File: config.mk
export PLATFORM = sky130hd
export DESIGN_NAME = dmem_arbiter
export DESIGN_NICKNAME = d
export VERILOG_FILES = /design/src/rtl/dmem_arbiter.sv
export SDC_FILE = /design/constraint.sdc
export NUM_CORES = 1
export LEC_CHECK = 0
export CORE_MARGIN = 10
export CORE_UTILIZATION = 46
export DETAILED_ROUTE_END_ITERATION = 8
export GPL_ROUTABILITY_DRIVEN = 0
export MAX_ROUTING_LAYER = met4
export PLACE_DENSITY = 0.81
export RECOVER_POWER = 25
export SYNTH_ARGS = -nofsm -noshare
export SYNTH_HDL_FRONTEND = slang
export SYNTH_SLANG_ARGS = --single-unit
File: constraint.sdc
create_clock -name clk -period 2.1 [get_ports clk]
set_input_delay 0.21 -clock clk [delete_from_list [all_inputs] [get_ports clk]]
set_output_delay 0.21 -clock clk [all_outputs]
set_load 0.03 [all_outputs]
File: src/rtl/dmem_arbiter.sv
// Two-lane data-memory arbiter: captures lane A/B requests into hold registers
// and serialises them onto one memory port, oldest lane (A) first.
module dmem_arbiter #(
  parameter int MEM_LATENCY = 1
) (
  input  logic        clk,
  input  logic        reset,
  input  logic        flush,
  input  logic        req_valid_a,
  input  logic        req_valid_b,
  output logic        req_ready_a,
  output logic        req_ready_b,
  input  logic [31:0] req_addr_a,
  input  logic [31:0] req_addr_b,
  input  logic [31:0] req_wdata_a,
  input  logic [31:0] req_wdata_b,
  input  logic [3:0]  req_we_a,
  input  logic [3:0]  req_we_b,
  input  logic        req_re_a,
  input  logic        req_re_b,
  output logic        resp_valid_a,
  output logic        resp_valid_b,
  output logic [31:0] resp_rdata_a,
  output logic [31:0] resp_rdata_b,
  output logic [31:0] dmem_addr,
  output logic [31:0] dmem_wdata,
  output logic [3:0]  dmem_we,
  output logic        dmem_re,
  input  logic [31:0] dmem_rdata,
  output logic        busy
);

  localparam logic [1:0] LAT_M1 = 2'(MEM_LATENCY - 1);

  typedef struct packed {
    logic [31:0] addr;
    logic [31:0] wdata;
    logic [3:0]  we;
    logic        re;
  } req_t;

  typedef enum logic [1:0] {IDLE, BUSY_A, BUSY_B} state_t;

  state_t      state;
  logic [1:0]  cnt;
  logic        ready;
  logic        pend       [2];
  logic        accept     [2];
  logic        done       [2];
  logic        in_flight  [2];
  logic        resp_valid [2];
  logic [31:0] resp_rdata [2];
  req_t        req_in     [2];
  req_t        hold       [2];
  req_t        cur;

  assign ready       = (state == IDLE) && !pend[0] && !pend[1] && !flush;
  assign req_ready_a = ready;
  assign req_ready_b = ready;
  assign busy        = (state != IDLE) || pend[0] || pend[1];

  assign accept[0]    = req_valid_a && ready;
  assign accept[1]    = req_valid_b && ready;
  assign in_flight[0] = (state == BUSY_A);
  assign in_flight[1] = (state == BUSY_B);
  assign done[0]      = in_flight[0] && (cnt == 2'd0);
  assign done[1]      = in_flight[1] && (cnt == 2'd0);
  assign req_in[0]    = '{addr: req_addr_a, wdata: req_wdata_a, we: req_we_a, re: req_re_a};
  assign req_in[1]    = '{addr: req_addr_b, wdata: req_wdata_b, we: req_we_b, re: req_re_b};

  // Per-lane hold register and response; flush only drops a lane not on the port.
  for (genvar i = 0; i < 2; i++) begin : g_lane
    always_ff @(posedge clk or negedge reset) begin
      if (!reset) begin
        pend[i]       <= 1'b0;
        hold[i]       <= '0;
        resp_valid[i] <= 1'b0;
        resp_rdata[i] <= '0;
      end else begin
        resp_valid[i] <= done[i];
        if (done[i])
          resp_rdata[i] <= (hold[i].we == 4'b0 && hold[i].re) ? dmem_rdata : 32'b0;
        if (accept[i]) begin
          pend[i] <= 1'b1;
          hold[i] <= req_in[i];
        end else if (done[i] || (flush && !in_flight[i])) begin
          pend[i] <= 1'b0;
        end
      end
    end
  end

  assign resp_valid_a = resp_valid[0];
  assign resp_valid_b = resp_valid[1];
  assign resp_rdata_a = resp_rdata[0];
  assign resp_rdata_b = resp_rdata[1];

  always_ff @(posedge clk or negedge reset) begin
    if (!reset) begin
      state <= IDLE;
      cnt   <= 2'd0;
    end else begin
      case (state)
        IDLE: begin
          if (accept[0]) begin
            state <= BUSY_A;
            cnt   <= LAT_M1;
          end else if (accept[1]) begin
            state <= BUSY_B;
            cnt   <= LAT_M1;
          end
        end
        BUSY_A: begin
          if (cnt != 2'd0) cnt <= cnt - 2'd1;
          else if (pend[1] && !flush) begin
            state <= BUSY_B;
            cnt   <= LAT_M1;
          end else state <= IDLE;
        end
        BUSY_B: begin
          if (cnt != 2'd0) cnt <= cnt - 2'd1;
          else state <= IDLE;
        end
        default: state <= IDLE;
      endcase
    end
  end

  // Memory port is driven only from the lane being served; a store masks the read.
  always_comb begin
    cur = '0;
    case (state)
      BUSY_A:  cur = hold[0];
      BUSY_B:  cur = hold[1];
      default: cur = '0;
    endcase
  end

  assign dmem_addr  = cur.addr;
  assign dmem_wdata = cur.wdata;
  assign dmem_we    = cur.we;
  assign dmem_re    = cur.re && (cur.we == 4'b0);

endmodule
==> reports/qor.yml, run 1 <==
timing:
  rsz0062_at_grt: "true"
  skew_ps: 9.24
  slew_headroom_pct: 10.7
  fin_tns_setup_ps: -979
  layout_min_cycle_time_ps: 2200
  maxSlewViolCount: 0
  timing.hold.ws_ps: 308
  setup_viol: 40
  tightest_slew_ps: 1340
  max_clock_freq_ghz: 0.455
  setup_ws_ps: -96.2
  fin_crit_sh_pct: 105
  hold_viol_final: 0
synth:
  synthDistinctLibCells: 30
  ys_seq_area_share_pct: 58.4
  ys_seq_elements: 210
  synthesis.area_sq_um: 9000
  synth_cells: 657
  avgSynthCellArea_sq_um: 13.7
  synthesis.nets: 838
  yosysWarnings: 0
global_route:
  grt_start_max_net_pins: 61
  antenna_found_initial: 3
  first_global_vias: 7507
  grt_overflow_total: 0
  track_usage_pct: 22.4
  grt_pass1_wl_um: 44900
power_and_ir_drop:
  power.leakage_nw: 5.89
  power.density_nw_per_um2: 1470
  max-vdd-ir-drop_mv: 0.782
worst_setup_path:
  crit_family: "buffers and inverters"
  crit_chain: "inv_4 > ha_4 > buf_12 > a22oi_1 > nor2b_1 > buf_4"
  slowest_delay_ps: 450
  path_class: "reg2out"
  crit_arrival_ps: 1990
  cp_max_fo: 26
  cp-start-kind: "flip-flop"
  crit_required_ps: 1890
  crit_buf_inv: 3
  r2r_slack_ps: 150
  slowest_stage: "dfrtp_2"
  cp-end-kind: "primary output"
clocking:
  root_buffer: "clkbuf_16"
  clockBufferDepth: 3
  insertion_delay_ps: 500
  htree_levels: 1
  clock-sinks: 210
  path_clk_slew_ps: 60
  cts_buffers: 23
  cts_tree: "built"
finish:
  final_area_sq_um: 13700
  area_growth_pct: 52.4
  drive_gt1_share_pct: 33.8
  nets: 1172
  final_util_pct: 71.0
drt:
  wl_um: 29100
  drt-initial-drc-count: 300
  vias: 6864
  ant_nets: 0
  drc: 0
  vias_per_cell: 5.39
  firstDrtPassIters: 4
  wl_per_cell_um: 22.9
outcome:
  failed_checks: "setup timing"
  status: "complete, but fails checks"
job:
  maxCapViolations: 0
floorplanning:
  start_util_pct: 46.6
  die_h_um: 160
  core_area_sq_um: 19300
  die_x_um: 160
  pin_count: 313
  rows: 51
  die-area_sq_um: 25600
placed_design:
  dp_hpwl_um: 19700
  place_area_sq_um: 12400
  port_buffers: 312
worst_hold_path:
  hold_class: "in2reg"
[synth_stat cells]
cell type | n | area share, %
nor4_2 | 2 | 0.28
buf_6 | 6 | 0.75
clkbuf_8 | 6 | 0.92
nand2b_1 | 1 | 0.070
a21boi_0 | 1 | 0.083
mux2_2 | 132 | 17
o41ai_1 | 1 | 0.097
a22oi_1 | 68 | 5.7
dfrtp_1 | 210 | 58
nor2b_1 | 68 | 4.7
a22o_1 | 65 | 6.3
nor2_1 | 5 | 0.21
buf_1 | 5 | 0.21
nor3_1 | 1 | 0.056
nand2_1 | 11 | 0.46
nand2_4 | 2 | 0.25
ha_1 | 6 | 0.83
nand3_1 | 1 | 0.056
mux2_1 | 6 | 0.75
buf_2 | 6 | 0.33
a222oi_1 | 1 | 0.11
o21ai_0 | 8 | 0.44
o2111ai_1 | 2 | 0.19
a21oi_1 | 1 | 0.056
mux2i_1 | 2 | 0.22
nor4b_4 | 1 | 0.26
inv_1 | 9 | 0.38
clkbuf_1 | 26 | 1.1
buf_4 | 3 | 0.25
o22ai_1 | 1 | 0.070
[stage by stage]
stage	worst slack, ps	std cells	power, mW
finish	-96.2	1274	20.2
CTS	-118	1270	20.1
global placement	80.7	1211	14.7
detailed placement	-1.51	1211	15.0
global route	-178	1274	21.2
floorplan	-14.1	657	11.8
[layout make-up]
| cell class | instances | area (sq um) |
|---|---|---|
| fillers | 1365 | 5610 |
| clock inverters | 6 | 86.3 |
| clock buffers | 34 | 647 |
| diodes | 3 | 7.51 |
| multi-input cells | 386 | 3680 |
| repair buffers | 361 | 3680 |
| well taps | 265 | 332 |
| flip-flops and latches | 210 | 5260 |
| inverters | 9 | 36.3 |
[power breakdown]
part           switching, mW  internal, mW
logic                   4.62          4.77
registers               1.10          5.77
clock network           1.59          2.37
[layout by cell type, fill, tap and decap left out, types with 2 or more instances in the layout]
master / synthesis / final
nand2_4: 2 / 2
o21ai_0: 8 / 8
bufinv_16: 0 / 2
nor2b_1: 68 / 53
mux2i_1: 2 / 2
nor4_4: 0 / 2
buf_8: 0 / 2
nor2_1: 5 / 5
diode_2: 0 / 3
clkbuf_16: 0 / 25
mux2_2: 132 / 132
buf_16: 0 / 2
clkinv_2: 0 / 2
nor2b_4: 0 / 8
ha_1: 6 / 3
inv_1: 9 / 7
ha_4: 0 / 3
clkbuf_8: 6 / 3
dfrtp_1: 210 / 209
a22oi_2: 0 / 28
nor2b_2: 0 / 7
clkbuf_1: 26 / 8
a22oi_1: 68 / 40
nand2_1: 11 / 11
buf_6: 6 / 17
mux2_1: 6 / 6
buf_12: 0 / 17
a22o_1: 65 / 65
clkdlybuf4s50_1: 0 / 239
buf_4: 3 / 78
[final timing paths]
kind / startpoint / to / cells after the start
min in group asynchronous: reset / hold[97] / 2
setup reg to reg: state[1] / hold[66] / 7
hold / removal: req_addr_b[28] / hold[65] / 2
max in group asynchronous: reset / hold[123] / 3
setup / recovery: state[1] / dmem_wdata[18] / 6
hold reg to reg: hold[67] / hold[67] / 1
[kinds of logic after synthesis]
family | share of synthesized area (%)
buf+inv | 3.92
flops | 58.4
simple gates | 6.36
compound gates | 13.0
mux | 17.5
fa+ha+maj | 0.834
[flip-flops by register name (all words and copies together) (netlist names)]
register / cells
hold: 138
resp_rdata_a: 32
resp_rdata_b: 32
cnt: 2
pend: 2
state: 2
resp_valid_a: 1
resp_valid_b: 1
[what timing repair did]
| item | in CTS | in global routing |
|---|---|---|
| pin swaps | 9 | 6 |
| setup endpoints to repair | 72 | 69 |
| hold buffers | 1 | 0 |
| resized for setup | 54 | 25 |
| setup buffers | 15 | 1 |
| cloned | 4 | 2 |
| hold endpoints to repair | 49 | 0 |
[metal layers]
layer / GRT usage [%] / wire length, um
met5: - / 0
met4: 5.63 / 709
met3: 5.19 / 2020
met2: 36.7 / 14400
met1: 27.7 / 12000
Note: power is estimated with default switching activity, not from simulation.
==> run 2: changes to the inputs <==
--- a/config.mk
+++ b/config.mk
@@ -5,12 +5,12 @@
 export SDC_FILE = /design/constraint.sdc
 export NUM_CORES = 1
 export LEC_CHECK = 0
+export CAP_MARGIN = 20
 export CORE_MARGIN = 10
-export CORE_UTILIZATION = 46
+export CORE_UTILIZATION = 35
 export DETAILED_ROUTE_END_ITERATION = 8
 export GPL_ROUTABILITY_DRIVEN = 0
 export MAX_ROUTING_LAYER = met4
-export PLACE_DENSITY = 0.81
 export RECOVER_POWER = 25
 export SYNTH_ARGS = -nofsm -noshare
 export SYNTH_HDL_FRONTEND = slang
==> run 2 against run 1 <==
The run still ends with setup timing left; design area increased by 5.6%; sequential power increased by 0.7%; first-iteration DRC count increased by 30%; die area increased by 27%; worst setup slack got worse by 26 ps; cell count increased by 6.2%; utilization decreased by 14 points; fmax decreased by 1.2%; global-route usage decreased by 4.1 points; non-clock buffer count increased by 11; largest cell class unchanged; highest routed layer unchanged.
==> reports/qor.yml, run 2 (synthesis gave the netlist of run 1 again) <==
floorplanning:
  die_h_um: 180
  pin_count: 313
  die-area_sq_um: 32500
  core_area_sq_um: 25300
  start_util_pct: 35.7
  die_x_um: 180
  rows: 58
drt:
  drc: 0
  firstDrtPassIters: 4
  wl_um: 31800
  vias: 6925
  vias_per_cell: 5.12
  wl_per_cell_um: 23.5
  drt-initial-drc-count: 390
  ant_nets: 0
timing:
  fin_crit_sh_pct: 106
  tightest_slew_ps: 935
  setup_ws_ps: -122
  skew_ps: 17.7
  hold_viol_final: 0
  layout_min_cycle_time_ps: 2220
  slew_headroom_pct: 37.7
  max_clock_freq_ghz: 0.450
  setup_viol: 66
  maxSlewViolCount: 0
  rsz0062_at_grt: "true"
power_and_ir_drop:
  seqPwrFrac_pct: 31.9
  internal_power_mw: 13.8
  max-vdd-ir-drop_mv: 0.777
  p_clk_share_pct: 18.3
  swShare_pct: 36.3
  power.density_nw_per_um2: 1500
  comb_power_share_pct: 49.8
  switchingPower_mw: 7.88
  power.leakage_nw: 6.15
  power_mw: 21.7
finish:
  n_fill_cell: 2089
  largest_register_ffs: 138
  drive_gt1_share_pct: 39.4
  final_common_cell: "clkdlybuf4s50_1"
  layout_common_cells: "clkdlybuf4s50_1, dfrtp_1, mux2_2"
  nets: 1184
  final_util_pct: 57.4
  regMostFlops: "hold"
  instances_no_fill: 1353
  area_growth_pct: 61.0
job:
  maxCapViolations: 0
worst_setup_path:
  crit_arrival_ps: 2010
  crit_required_ps: 1890
  path_class: "reg2out"
  cp_max_fo: 8
  worstRegToRegCells: 7
  cp-start-kind: "flip-flop"
  cp-end-kind: "primary output"
outcome:
  status: "complete, but fails checks"
  failed_checks: "setup timing"
placed_design:
  dp_hpwl_um: 20500
  dp_cells: 1273
  pre_cts_ws_ps: 5.04
  port_buffers: 312
worst_hold_path:
  hold_depth: 2
  hold_class: "in2reg"
clocking:
  path_clk_slew_ps: 60
  clockBufferDepth: 3
  cts_buffers: 24
  insertion_delay_ps: 510
  root_buffer: "clkbuf_16"
  htree_levels: 1
  cts_tree: "built"
  clock-sinks: 210
global_route:
  grt_start_max_net_pins: 68
  grt_overflow_total: 0
  antenna_found_initial: 5
  track_usage_pct: 18.3
  grt_pass1_wl_um: 46400
  first_global_vias: 7564
==> run 2: changes by cell type in the layout (fill, tap and decap cells not counted), moves of 9 or more <==
cell and change:
buf_4 -23, clkbuf_16 +9, a22oi_1 -23, a22oi_2 +23
nor2b_4 +25, buf_6 +19, nor2b_1 -22
==> run 2: final cells by class <==
class                      count  area, sq um  area share, %
antenna                        5         12.5         0.0863
clock buffer                  33          696           4.80
clock inverter                 8         48.8          0.337
inverter                       9         36.3          0.250
multi-input combinational    386         3980           27.4
sequential                   210         5260           36.3
tap                          330          413           2.85
timing repair buffer         372         4060           28.0
==> run 2: per-layer routing <==
| metal | GRT usage (%) | routed length (um) | part of all wire [%] | vias to the layer above |
|---|---|---|---|---|
| li1 | - | - | - | 3105 |
| met1 | 22.3 | 14000 | 44 | 3544 |
| met2 | 29.7 | 15300 | 48 | 238 |
| met3 | 5.22 | 2030 | 6.4 | 38 |
| met4 | 3.84 | 532 | 1.7 | 0 |
| met5 | - | 0 | 0 | - |
==> run 2: final timing paths <==
path / startpoint / endpoint / slack (ps)
max: state[1] / dmem_re / -120
min: req_addr_b[25] / hold[62] / 300
max reg2reg: state[1] / cnt[0] / 130
min reg2reg: hold[65] / hold[65] / 500
max in group asynchronous: reset / resp_rdata_b[4] / 340
min in group asynchronous: reset / hold[99] / 370
==> run 2: power groups by stage <==
| stage | registers (mW) | clock network (mW) | logic, mW |
|---|---|---|---|
| 6_report | 6.93 | 3.97 | 10.8 |
| 5_1_grt | 7.15 | 4.23 | 11.4 |
| 4_1_cts | 6.82 | 4.08 | 9.66 |
| 3_5_place_dp | 6.79 | 0 | 8.34 |
| 3_3_place_gp | 6.75 | 0 | 8.23 |
| 2_1_floorplan | 7.14 | 0 | 4.62 |
==> run 2: worst max-delay path, cell delays in order, from the launching register on <==
cell	delay, ps
dfrtp_2	450
inv_4	90
ha_4	170
buf_8	140
a22o_1	140
o2111ai_2	100
nor3_2	200
buf_4	190
==> run 2: what timing repair did <==
item                                    4_1_cts  5_1_grt
buffers inserted                             12        7
gates resized for setup                     111       73
hold endpoints to repair                    115        0
pin swaps                                    10       12
gates cloned                                  4       12
hold buffers                                  1        0
endpoints found under the setup margin       72       69
==> run 2: through the flow <==
stage	cell area (sq um)	TNS [ps]	hold slack, ps
floorplan	9020	-562	-85.6
global placement	12500	0	158
detailed placement	12500	0	156
CTS	13900	-5850	171
global route	14500	-9300	291
finish	14500	-3730	296
